### src/rtl/demux_ctrl_pkg.sv
// Shared definitions for the demux_ctrl credit scheduler: state encodings,
// default widths and the statistics counter helper.
package demux_ctrl_pkg;

  localparam int DATA_W_DEF   = 6;
  localparam int DEST_BIT_DEF = 4;
  localparam int CRED_W_DEF   = 3;
  localparam int CNT_W        = 8;

  localparam logic [CNT_W-1:0] CNT_MAX = '1;

  typedef enum logic [2:0] {
    ST_RESET  = 3'd0,
    ST_INIT   = 3'd1,
    ST_IDLE   = 3'd2,
    ST_ACTIVE = 3'd3,
    ST_ERROR  = 3'd4
  } state_e;

  function automatic logic [CNT_W-1:0] sat_inc(input logic [CNT_W-1:0] v);
    return (v == CNT_MAX) ? v : v + CNT_W'(1);
  endfunction

endpackage

### src/rtl/demux_ctrl_credit.sv
// Per-destination credit counter: reloads from the threshold while loading,
// otherwise tracks pushes (-1) and frees (+1) and flags a free past the threshold.
module demux_ctrl_credit
  import demux_ctrl_pkg::*;
#(
  parameter int CRED_W = CRED_W_DEF
) (
  input  logic              clk,
  input  logic              reset_L,
  input  logic              load,
  input  logic              hold,
  input  logic [CRED_W-1:0] thr,
  input  logic              push,
  input  logic              free,
  output logic [CRED_W-1:0] cred,
  output logic              zero,
  output logic              full,
  output logic              ovf
);

  logic [CRED_W-1:0] thr_q, thr_d;
  logic [CRED_W-1:0] cred_q, cred_d;

  assign cred = cred_q;
  assign zero = (cred_q == '0);
  assign full = (cred_q == thr_q);
  // A simultaneous push cancels the free, so only an unmatched free can overflow.
  assign ovf  = free && !push && full;

  // NOTE: every combinational output gets a default first so no latch is inferred.
  always_comb begin
    thr_d  = thr_q;
    cred_d = cred_q;
    if (load) begin
      thr_d  = thr;
      cred_d = thr;
    end else if (!hold) begin
      if (push && !free) begin
        cred_d = cred_q - CRED_W'(1);
      end else if (free && !push) begin
        cred_d = cred_q + CRED_W'(1);
      end
    end
  end

  // NOTE: state registers use non-blocking assignments so all flops update together.
  always_ff @(posedge clk or negedge reset_L) begin
    if (!reset_L) begin
      thr_q  <= '0;
      cred_q <= '0;
    end else begin
      thr_q  <= thr_d;
      cred_q <= cred_d;
    end
  end

endmodule

### src/rtl/demux_ctrl.sv
// Credit-based scheduler draining a source FIFO into a 1:2 demux.
// Optional per-destination push counters are built when DEMUX_CTRL_STATS_EN is defined.
module demux_ctrl
  import demux_ctrl_pkg::*;
#(
  parameter int DATA_W   = DATA_W_DEF,
  parameter int DEST_BIT = DEST_BIT_DEF,
  parameter int CRED_W   = CRED_W_DEF
) (
  input  logic              clk,
  input  logic              reset_L,
  input  logic              init,
  input  logic [CRED_W-1:0] umbral_0,
  input  logic [CRED_W-1:0] umbral_1,
  input  logic              fifo_empty,
  input  logic [DATA_W-1:0] fifo_data,
  output logic              fifo_pop,
  input  logic              free_0,
  input  logic              free_1,
  output logic [DATA_W-1:0] data_out,
  output logic              valid_out,
  output logic              selector_out,
  output logic [2:0]        state,
  output logic              idle_out,
  output logic              error_out
`ifdef DEMUX_CTRL_STATS_EN
  ,
  output logic [CNT_W-1:0]  cnt_0,
  output logic [CNT_W-1:0]  cnt_1
`endif
);

  state_e state_q, state_d;

  logic              dest;
  logic              credit_live;
  logic              load;
  logic              hold;
  logic              base_pop;
  logic              pop;
  logic              ovf_any;
  logic [1:0]        push_req;
  logic [1:0]        free_live;
  logic [1:0]        zero_w;
  logic [1:0]        full_w;
  logic [1:0]        ovf_w;
  logic [CRED_W-1:0] cred_0_w;
  logic [CRED_W-1:0] cred_1_w;

  logic [DATA_W-1:0] data_q, data_d;
  logic              valid_q, valid_d;
  logic              sel_q, sel_d;

  assign dest        = fifo_data[DEST_BIT];
  assign credit_live = (state_q == ST_IDLE) || (state_q == ST_ACTIVE);
  assign free_live   = {free_1 && credit_live, free_0 && credit_live};

  // Head-of-line: only the head word is considered; a starved destination stalls everything.
  assign base_pop = (state_q == ST_ACTIVE) && !fifo_empty && !zero_w[dest];
  assign push_req = {base_pop && dest, base_pop && !dest};
  assign ovf_any  = |ovf_w;
  assign pop      = base_pop && !ovf_any;
  assign hold     = ovf_any || (state_q == ST_ERROR);
  assign load     = (state_q == ST_INIT);

  demux_ctrl_credit #(.CRED_W(CRED_W)) u_credit_0 (
    .clk     (clk),
    .reset_L (reset_L),
    .load    (load),
    .hold    (hold),
    .thr     (umbral_0),
    .push    (push_req[0]),
    .free    (free_live[0]),
    .cred    (cred_0_w),
    .zero    (zero_w[0]),
    .full    (full_w[0]),
    .ovf     (ovf_w[0])
  );

  demux_ctrl_credit #(.CRED_W(CRED_W)) u_credit_1 (
    .clk     (clk),
    .reset_L (reset_L),
    .load    (load),
    .hold    (hold),
    .thr     (umbral_1),
    .push    (push_req[1]),
    .free    (free_live[1]),
    .cred    (cred_1_w),
    .zero    (zero_w[1]),
    .full    (full_w[1]),
    .ovf     (ovf_w[1])
  );

  always_comb begin
    state_d = state_q;
    case (state_q)
      ST_RESET:  state_d = ST_INIT;
      ST_INIT:   if (!init) state_d = ST_IDLE;
      ST_IDLE: begin
        if (ovf_any)          state_d = ST_ERROR;
        else if (init)        state_d = ST_INIT;
        else if (!fifo_empty) state_d = ST_ACTIVE;
      end
      ST_ACTIVE: begin
        if (ovf_any)         state_d = ST_ERROR;
        else if (init)       state_d = ST_INIT;
        else if (fifo_empty) state_d = ST_IDLE;
      end
      ST_ERROR:  state_d = ST_ERROR;
      default:   state_d = ST_RESET;
    endcase
  end

  always_ff @(posedge clk or negedge reset_L) begin
    if (!reset_L) state_q <= ST_RESET;
    else          state_q <= state_d;
  end

  // Registered demux drive: a word popped this cycle is presented next cycle.
  always_comb begin
    data_d  = pop ? fifo_data : '0;
    valid_d = pop;
    sel_d   = pop && dest;
  end

  always_ff @(posedge clk or negedge reset_L) begin
    if (!reset_L) begin
      data_q  <= '0;
      valid_q <= 1'b0;
      sel_q   <= 1'b0;
    end else begin
      data_q  <= data_d;
      valid_q <= valid_d;
      sel_q   <= sel_d;
    end
  end

  assign fifo_pop     = pop;
  assign data_out     = data_q;
  assign valid_out    = valid_q;
  assign selector_out = sel_q;
  assign state        = state_q;
  assign error_out    = (state_q == ST_ERROR);
  assign idle_out     = (state_q == ST_IDLE) && full_w[0] && full_w[1];

  a_pop_has_credit : assert property (@(posedge clk) disable iff (!reset_L)
    fifo_pop |-> ((dest ? cred_1_w : cred_0_w) != '0));

`ifdef DEMUX_CTRL_STATS_EN
  logic [CNT_W-1:0] cnt_0_q, cnt_0_d;
  logic [CNT_W-1:0] cnt_1_q, cnt_1_d;

  always_comb begin
    cnt_0_d = cnt_0_q;
    cnt_1_d = cnt_1_q;
    if ((state_q == ST_RESET) || (state_q == ST_INIT)) begin
      cnt_0_d = '0;
      cnt_1_d = '0;
    end else if (pop) begin
      if (dest) cnt_1_d = sat_inc(cnt_1_q);
      else      cnt_0_d = sat_inc(cnt_0_q);
    end
  end

  always_ff @(posedge clk or negedge reset_L) begin
    if (!reset_L) begin
      cnt_0_q <= '0;
      cnt_1_q <= '0;
    end else begin
      cnt_0_q <= cnt_0_d;
      cnt_1_q <= cnt_1_d;
    end
  end

  assign cnt_0 = cnt_0_q;
  assign cnt_1 = cnt_1_q;
`else
  // Statistics disabled: only the scheduling datapath is built.
`endif

endmodule

### config.mk
export PLATFORM = sky130hd
export DESIGN_NAME = demux_ctrl
export DESIGN_NICKNAME = d
export VERILOG_FILES = /design/src/rtl/demux_ctrl_pkg.sv /design/src/rtl/demux_ctrl_credit.sv /design/src/rtl/demux_ctrl.sv
export SDC_FILE = /design/constraint.sdc
export NUM_CORES = 1
export LEC_CHECK = 0
export ABC_AREA = 1
export CAP_MARGIN = 30
export CORE_UTILIZATION = 25
export DETAILED_ROUTE_END_ITERATION = 10
export GPL_TIMING_DRIVEN = 0
export HOLD_SLACK_MARGIN = 0.08
export SLEW_MARGIN = 10
export SYNTH_ARGS = -nofsm -noshare
export SYNTH_HDL_FRONTEND = slang
export SYNTH_SLANG_ARGS = --single-unit
### constraint.sdc
create_clock -name clk -period 2.1 [get_ports clk]
set_input_delay 0.63 -clock clk [delete_from_list [all_inputs] [get_ports clk]]
set_output_delay 0.63 -clock clk [all_outputs]
set_load 0.005 [all_outputs]
==> results.tsv, run 1 <==
metric	value	unit
synthesis.nets	199	
place_ws	-1.178	ns
drc	0	
report.final.slew_viol_count	0	
m1WireLength	1.562	mm
outcome	complete, but fails checks	
cts_max_level	1	
cp-endpoint	fifo_pop	
p_comb_share	61.1	%
cpPeakStageDelay	0.50	ns
layout_commonest_cell	nand2_1	
p_int	0.001654	W
start_util	26.62	%
finalPower	0.003042	W
wl	3.800	mm
worstPathCellList	nor2_4 > nand2_4 > nand3_2 > nand3_2 > nand2_2 > inv_2 > nand2_4 > inv_2 > buf_2	
dp.cells	278	
crit_start	u_credit_0.cred[0]	
synth_top_area_share	42.93	%
seq_area_frac_synth	42.93	%
hold_viol_final	0	
seqPwrFrac	25.4	%
p_leak	1.059	nW
grt_max_degree	14	
syn_area	1282	µm²
cap_violations	0	
r2r_slack	-0.09	ns
critPathMaxFanout	5	
die_w	73.63	µm
dpl.hpwl	2.357	mm
finalSetupViolCount	3	
io_buffers	31	
r2r_cells	14	
violations	setup timing	
via_per_inst	4.253	
tns	-0.2213	ns
insertion_delay	0.27	ns
worstMarginPinSlew	0.5140	ns
drtAntennaViolNets	0	
mostFrequentLayoutCells	nand2_1, buf_4, clkdlybuf4s50_1	
power.switching	0.001388	W
critPathRequiredTime	1.47	ns
core-area	4817	µm²
grt-ovfl-total	0	
rr_startpoint	state[2]	
place_area	1713	µm²
nNetsFinal	262	
drive_gt1_share	34.44	%
worstPathBufferInverterCount	3	
critPathCaptureType	output pin	
area_growth	65.07	%
wl_per_cell	12.34	µm
antenna-diode-count	0	
slew-limit-headroom	65.63	%
clockPowerShare	13.5	%
path_depth	9	
power.density	1437	nW/µm²
rsz0062_at_grt	true	
critPathKind	flop to output pin	
yosysTopAreaCell	dfrtp_1	
ir_worst_vdd	0.4916	mV
fin_ws	-0.1303	ns
start_kind	flop	
io_pins	32	
cts.path.max_buffers	2	
synthCells	179	
fin_crit_sh	106.2	%
path_delay_family	simple AND/OR/NAND/NOR gates	
yosys_warnings	0	
worstReg2RegEnd	u_credit_0.cred[2]	
fmax	0.4484	GHz
synth_cell_types	20	
grt_pass1_vias	1340	
die-area	5421	µm²
p_sw_share	45.62	%
avgSynthCellArea	7.165	µm²
wl_met3	207	µm
rows	25	
cts_num_sinks	22	
met2_length	1.948	mm
die_height	73.63	µm
cts_made_buffers	3	
hold_class	flop to flop	
num_vias	1310	
fin_area	2117	µm²
finalCriticalPeriod	2.230	ns
critical_path.slowest_cell	dfrtp_1	
grt.total_usage	14.52	%
globalplace.congestion	0.8187	
cts_tree	yes	
finalClockSkew	0.001418	ns
first_iter_violations	91	
first_pass_iters	4	
ys_top_cells_by_area	dfrtp_1, nand2_1, inv_1, nor2_1, o21ai_0	
cp.arrival	1.60	ns
clk_pin_slew	0.09	ns
grt_antenna_before_repair	0	
fin_cells	308	
highest_layer	met4	
clockRootBuffer	clkbuf_8	
synth_seq_cells	22	
grt_pass1_wl	5.989	mm
-- kinds of logic (layout without fill, tap and decap cells) --
family          after synthesis  in the layout  synth area share, %
flops                        22             22                42.93
compound gates               16             16                6.342
buf+inv                      36             98                10.83
xor+xnor                      4              4                2.731
simple gates                 99             99                34.05
fa+ha+maj                     2              2                3.122
-- through the flow --
step                hold slack (ns)  utilization (%)
global route                 0.5309            43.95
global placement             0.4797            35.25
finish                       0.4988            43.95
CTS                          0.5133            41.71
detailed placement           0.4920            35.56
floorplan                    0.3344                -
-- sequential cells by signal, summed over array words and instances, names as in the netlist --
| register | cells |
|---|---|
| data_out | 5 |
| selector_out | 1 |
| valid_out | 1 |
| u_credit_1.thr_q | 3 |
| u_credit_0.thr_q | 3 |
| u_credit_0.cred | 3 |
| state | 3 |
| u_credit_1.cred | 3 |
-- area by class of cell --
type | count | area (µm²)
plain buffers | 2 | 11.26
clock buffers | 3 | 41.29
clock inverters | 1 | 30.03
fillers | 479 | 2700
inverters | 34 | 127.6
multi-input cells | 121 | 758.2
flip-flops and latches | 22 | 554.3
well taps | 67 | 83.83
repair buffers | 58 | 510.5
-- worst min-delay path by stage --
stage                          end  slack (ns)  depth (start not counted)           startpoint
5_1_grt        u_credit_1.thr_q[0]        0.53                          2  u_credit_1.thr_q[0]
2_1_floorplan          data_out[0]        0.33                          0              reset_L
6_report       u_credit_1.thr_q[0]        0.50                          2  u_credit_1.thr_q[0]
4_1_cts        u_credit_1.thr_q[0]        0.51                          2  u_credit_1.thr_q[0]
3_5_place_dp   u_credit_1.thr_q[0]        0.49                          2  u_credit_1.thr_q[0]
3_3_place_gp   u_credit_1.thr_q[0]        0.48                          2  u_credit_1.thr_q[0]
-- cells in the mapped netlist (all sizes together) --
master,instances
nand2,66
xor2,4
clkbuf,1
o22ai,1
buf,1
nor4b,1
fa,2
o21ai,14
inv,34
dfrtp,22
a21oi,1
nand4,3
nor2,24
nand3,5
-- repair_timing --
action	in CTS	in global routing
pin swaps	11	13
setup endpoints to repair	7	5
gates resized for setup	48	17
hold buffers	0	0
setup buffers	21	5
-- layer usage --
metal,global-route usage (%),up-vias
met1,17.48,612
met5,0,-
li1,-,656
met4,3.846,0
met3,3.567,8
met2,25.69,34
-- worst register-to-register path, delay by kind of cell (launching register included) --
| kind | cells | cell delay (ns) |
|---|---|---|
| AND/OR/NAND/NOR | 8 | 0.73 |
| flip-flops | 1 | 0.41 |
| adder cells (fa/ha/maj) | 1 | 0.33 |
| buffers and inverters | 3 | 0.32 |
| XOR/XNOR | 1 | 0.21 |
| AO/OA/AOI/OAI | 1 | 0.07 |
-- power groups by stage --
stage,Combinational (W),Sequential [W],Clock (W)
detailed placement,0.00126,0.000745,0
global placement,0.00124,0.000741,0
floorplan,0.000899,0.000716,0
global route,0.00208,0.000791,0.000434
CTS,0.00162,0.000749,0.000417
finish,0.00186,0.000771,0.000411
No activity file was read; power rests on OpenSTA's default activity.
==> run 2: changes to the inputs <==
--- a/config.mk
+++ b/config.mk
@@ -7,7 +7,9 @@
 export LEC_CHECK = 0
 export ABC_AREA = 1
 export CAP_MARGIN = 30
+export CORE_ASPECT_RATIO = 0.75
 export CORE_UTILIZATION = 25
+export CTS_BUF_LIST = sky130_fd_sc_hd__clkbuf_8
 export DETAILED_ROUTE_END_ITERATION = 10
 export GPL_TIMING_DRIVEN = 0
 export HOLD_SLACK_MARGIN = 0.08
==> run 2 against run 1 <==
The run still ends with setup timing left. Combinational power barely moved. Register-to-register slack gained 0.10 ns. First-iteration DRC count fell by 44%. Maximum frequency rose by 2.1%. Sequential share of layout area is 0.46 points lower. Die area hardly changed. Critical path depth increased by 2. Clock power down 24%. Utilization grew 0.13 points. Critical path type is now primary input to output pin.
==> results.tsv, run 2 (synthesis results as in run 1) <==
metric	value	unit	change
outcome	complete, but fails checks		
violations	setup timing		
die-area	5423	µm²	about the same
crit_start	fifo_empty		
rows	22		-12%
core-area	4900	µm²	+1.7%
critical_path.slowest_cell	nor2_4		
critPathMaxFanout	3		-2
ir_worst_vdd	0.4672	mV	-5.0%
cpPeakStageDelay	0.18	ns	-0.32 ns
area_growth	68.39	%	
drtAntennaViolNets	0		unchanged
nNetsFinal	271		+3.4%
fin_crit_sh	104.0	%	-2.2 points
hold_start	u_credit_1.thr_q[0]		
die_w	84.71	µm	+15%
first_pass_iters	6		+2
insertion_delay	0.27	ns	about the same
grt_antenna_before_repair	0		unchanged
drive_gt1_share	38.40	%	+4.0 points
cts_tree	yes		
finalCriticalPeriod	2.184	ns	-0.04618 ns
dpl.hpwl	2.315	mm	-1.8%
fin_ws	-0.08414	ns	+0.04618 ns
cts.path.max_buffers	2		unchanged
power.density	1351	nW/µm²	-6.0%
first_iter_violations	51		-44%
tns	-0.1305	ns	+0.09076 ns
hold_class	flop to flop		
wl_per_cell	11.01	µm	-11%
cp.arrival	1.55	ns	-0.05 ns
hold_ws	0.5168	ns	+0.01801 ns
grt_pass1_vias	1232		-8.1%
multiInputGateArea	744.5	µm²	-1.8%
rsz0062_at_grt	true		
cap_violations	0		unchanged
worstMarginPinSlew	0.5766	ns	+0.06259 ns
antenna-diode-count	0		unchanged
wl	3.412	mm	-10%
fillCellCount	481		+0.42%
via_per_inst	4.300		+1.1%
layout_commonest_cell	nand2_1		
report.final.slew_viol_count	0		unchanged
largest_reg_flops	5		unchanged
seq_area	555.5	µm²	+0.23%
p_leak	1.080	nW	+2.0%
mostFrequentLayoutCells	nand2_1, buf_4, clkdlybuf4s50_1		
cts_num_sinks	22		unchanged
r2r_slack	0.01	ns	+0.10 ns
clockRootBuffer	clkbuf_8		
hold_viol_final	0		unchanged
cts_made_buffers	3		unchanged
drc	0		unchanged
clk_pin_slew	0.08	ns	about the same
grt.total_usage	13.77	%	-0.75 points
fmax	0.4578	GHz	+2.1%
globalplace.congestion	0.8334		+1.8%
io_buffers	31		unchanged
grt_pass1_wl	5.733	mm	-4.3%
die_height	64.03	µm	-13%
slew-limit-headroom	61.44	%	-4.2 points
finalClockSkew	0.002722	ns	+0.001304 ns
start_util	26.17	%	-0.45 points
grt-ovfl-total	0		unchanged
start_kind	primary input		
grt_max_degree	13		-1
critPathCaptureType	output pin		
cts_max_level	1		unchanged
critPathRequiredTime	1.47	ns	about the same
rr_startpoint	u_credit_1.cred[1]		
worstPathCellList	buf_6 > inv_2 > nand2_2 > nor2_4 > nand3_2 > nand3_4 > nand2_4 > inv_4 > nand2_4 > inv_2 > buf_6		
num_vias	1333		+1.8%
finalSetupViolCount	3		unchanged
critPathKind	primary input to output pin		
finalPower	0.002918	W	-4.1%
io_pins	32		unchanged
run 2: cell types whose count changed in the layout (fill, tap and decap cells not counted), moves of 2 or more:
cell     previous run  this run
buf_4              25        33
buf_6               3         5
inv_1              22        20
nand2_1            56        54
nand2_2             5         8
nor2_1             11        13
nor2_4              9         7
run 2: where the power goes:
part | internal (W) | switching (W)
registers | 0.000600 | 0.000149
clock network | 0.000168 | 0.000143
logic | 0.000845 | 0.00101
run 2: per-layer routing:
metal  part of all wire [%]  GRT usage [%]  vias to the layer above
met5                      0              0                        -
met4                    1.8          5.085                        0
met3                    5.2          4.005                        7
met2                     44          21.04                       35
met1                     49          18.45                      615
li1                       -              -                      676
run 2: final timing paths:
| path | cells after the start | end |
|---|---|---|
| setup / recovery | 11 | fifo_pop |
| hold reg to reg | 2 | u_credit_1.thr_q[0] |
| setup reg to reg | 15 | state[0] |
| min in group asynchronous | 1 | state[2] |
| max in group asynchronous | 2 | state[0] |
| hold / removal | 2 | u_credit_1.thr_q[0] |
run 2: timing repair:
action                                  in CTS  in global routing
hold endpoints to repair                     0                  0
hold buffers                                 0                  0
endpoints found under the setup margin       7                  7
buffers inserted                            25                 11
pin swaps                                   10                 19
gates resized for setup                     44                 24
run 2: worst max-delay path: cells and delay by family:
| kind | cells | cell delay (ns) |
|---|---|---|
| buffers and inverters | 5 | 0.34 |
| and+or+nand+nor | 6 | 0.58 |
run 2: per-stage QoR:
step	cell area [µm²]	util, %	setup WS (ns)	cells
floorplan	1304	-	0.0005289	179
global placement	1689	34.47	-1.166	270
detailed placement	1704	34.78	-1.176	271
CTS	1987	40.55	-0.08714	300
global route	2160	44.08	-0.1442	310
finish	2160	44.08	-0.08414	310
run 2: area by class of cell:
| cell class | instances | area share, % |
|---|---|---|
| buffer | 2 | 0.5214 |
| clock buffer | 4 | 2.549 |
| inverter | 34 | 6.026 |
| multi-input combinational | 121 | 34.47 |
| sequential | 22 | 25.72 |
| tap | 60 | 3.476 |
| timing repair buffer | 67 | 27.23 |
==> run 3: changes to the inputs <==
--- a/config.mk
+++ b/config.mk
@@ -8,7 +8,7 @@
 export ABC_AREA = 1
 export CAP_MARGIN = 30
 export CORE_ASPECT_RATIO = 0.75
-export CORE_UTILIZATION = 25
+export CORE_UTILIZATION = 35
 export CTS_BUF_LIST = sky130_fd_sc_hd__clkbuf_8
 export DETAILED_ROUTE_END_ITERATION = 10
 export GPL_TIMING_DRIVEN = 0
==> run 3 against run 2 <==
The run still ends with setup timing left. Wire length is 1.7% lower. Power is 5.7% lower. Clock power hardly changed. Utilization is 16 points higher.
==> results.tsv, run 3 (synthesis results as in run 1) <==
metric	value	unit	change
start_kind	primary input		
cpPeakStageDelay	0.17	ns	about the same
grt_pass1_vias	1113		-9.7%
worstPathCellList	buf_2 > inv_2 > nand2_2 > nor2_4 > nand4_4 > nand3_4 > nand2_4 > inv_4 > nand2_4 > inv_2 > buf_2		
outcome	complete, but fails checks		
critPathCaptureType	output pin		
fin_crit_sh	103.2	%	-0.83 points
cap_violations	0		unchanged
wl_per_cell	11.49	µm	+4.4%
io_pins	32		unchanged
p_leak	1.037	nW	-4.1%
hold_start	u_credit_1.thr_q[0]		
r2r_cells	14		-1
clockRootBuffer	clkbuf_8		
critical_path.slowest_cell	nor2_4		
critPathRequiredTime	1.47	ns	about the same
finalCriticalPeriod	2.167	ns	-0.01735 ns
die_height	54.43	µm	-15%
path_depth	11		unchanged
clk_pin_slew	0.08	ns	about the same
worstReg2RegEnd	u_credit_0.cred[2]		
ir_worst_vdd	0.7682	mV	+64%
hold_viol_final	0		unchanged
grt_max_degree	13		unchanged
num_vias	1295		-2.9%
cts.path.max_buffers	2		unchanged
power.density	1346	nW/µm²	-0.40%
grt_antenna_before_repair	0		unchanged
cp-endpoint	fifo_pop		
cts_made_buffers	3		unchanged
hold_ws	0.5108	ns	-0.005991 ns
slew-limit-headroom	59.10	%	-2.3 points
via_per_inst	4.435		+3.1%
first_iter_violations	47		-7.8%
critPathMaxFanout	3		unchanged
cts_tree	yes		
nNetsFinal	263		-3.0%
grt.total_usage	17.71	%	+3.9 points
ctsHoldBuffers	0		unchanged
rows	18		-18%
dpl.hpwl	2.228	mm	-3.8%
area_growth	59.51	%	
layout_commonest_cell	nand2_1		
cp.arrival	1.54	ns	about the same
fin_ws	-0.06679	ns	+0.01735 ns
report.final.slew_viol_count	0		unchanged
rr_startpoint	state[2]		
finalClockSkew	0.001854	ns	-0.0008677 ns
crit_start	fifo_empty		
largest_reg_flops	5		unchanged
die-area	3913	µm²	-28%
finalSetupViolCount	4		+1
drive_gt1_share	33.88	%	-4.5 points
grt_pass1_wl	5.161	mm	-10%
cts_max_level	1		unchanged
rsz0062_at_grt	true		
cts_num_sinks	22		unchanged
first_pass_iters	4		-2
start_util	37.71	%	+12 points
worstPathBufferInverterCount	5		unchanged
mostFrequentLayoutCells	nand2_1, buf_4, clkdlybuf4s50_1		
die_w	71.90	µm	-15%
path_delay_family	simple AND/OR/NAND/NOR gates		
wl	3.354	mm	-1.7%
insertion_delay	0.27	ns	about the same
r2r_slack	0.02	ns	about the same
violations	setup timing		
io_buffers	31		unchanged
core-area	3401	µm²	-31%
fmax	0.4615	GHz	+0.80%
critPathKind	primary input to output pin		
worstMarginPinSlew	0.6117	ns	+0.03507 ns
grt-ovfl-total	0		unchanged
drtAntennaViolNets	0		unchanged
drc	0		unchanged
tns	-0.08094	ns	+0.04959 ns
globalplace.congestion	0.8507		+2.1%
antenna-diode-count	0		unchanged
hold_class	flop to flop		
[run 3: cell count changes in the layout (fill, tap and decap cells not counted), moves of 2 or more]
cell,previous run,this run
buf_2,2,4
buf_4,33,27
buf_6,5,1
inv_1,20,22
inv_2,13,11
nand2_1,54,56
[run 3: metal layers]
layer,wire length (µm),GRT usage [%],part of all wire [%]
met5,0,0,0
met4,7,4.575,0.21
met3,193,4.236,5.8
met2,1560,29.87,47
met1,1593,23.29,47
[run 3: where the power goes]
group | leakage [nW] | internal, W | total (W) | switching (W)
Clock | 0.0288 | 0.000167 | 0.000311 | 0.000143
Combinational | 0.728 | 0.000726 | 0.00169 | 0.000966
Sequential | 0.280 | 0.000598 | 0.000751 | 0.000152
Total | 1.04 | 0.00149 | 0.00275 | 0.00126
[run 3: final cells by class]
| class | count | area (µm²) |
|---|---|---|
| repair buffers | 59 | 508.0 |
| fillers | 316 | 1355 |
| plain buffers | 2 | 11.26 |
| well taps | 50 | 62.56 |
| multi-input cells | 121 | 724.4 |
| clock buffers | 4 | 55.05 |
| flip-flops and latches | 22 | 554.3 |
| inverters | 34 | 130.1 |
[run 3: tightest hold or removal path, delay by kind of cell (launching register included)]
kind,cells,cell delay (ns)
flops,1,0.38
simple gates,2,0.11
[run 3: worst min path at each step]
stage / slack, ns / cells past startpoint / end
after floorplan: 0.33 / 0 / data_out[0]
after global placement: 0.48 / 2 / u_credit_1.thr_q[0]
after detailed placement: 0.48 / 2 / u_credit_0.thr_q[0]
after CTS: 0.52 / 2 / u_credit_1.thr_q[0]
after global routing: 0.56 / 2 / u_credit_1.thr_q[0]
final: 0.51 / 2 / u_credit_1.thr_q[0]
[run 3: stage by stage]
step           setup slack, ns  instances  total power (W)  cell area, µm²  util (%)
6_report              -0.06679        292         0.002753            2046     60.15
5_1_grt                -0.1428        292         0.003028            2046     60.15
4_1_cts               -0.08617        282         0.002657            1956     57.51
3_5_place_dp            -1.163        261         0.002007            1692     49.74
3_3_place_gp            -1.128        260         0.001981            1677     49.30
2_1_floorplan        0.0005289        179         0.001615            1304         -
[run 3: what timing repair did]
item                       in CTS  in global routing
gates resized for setup        52                  6
setup endpoints to repair       7                  6
buffers inserted               17                 10
pin swaps                      11                 16
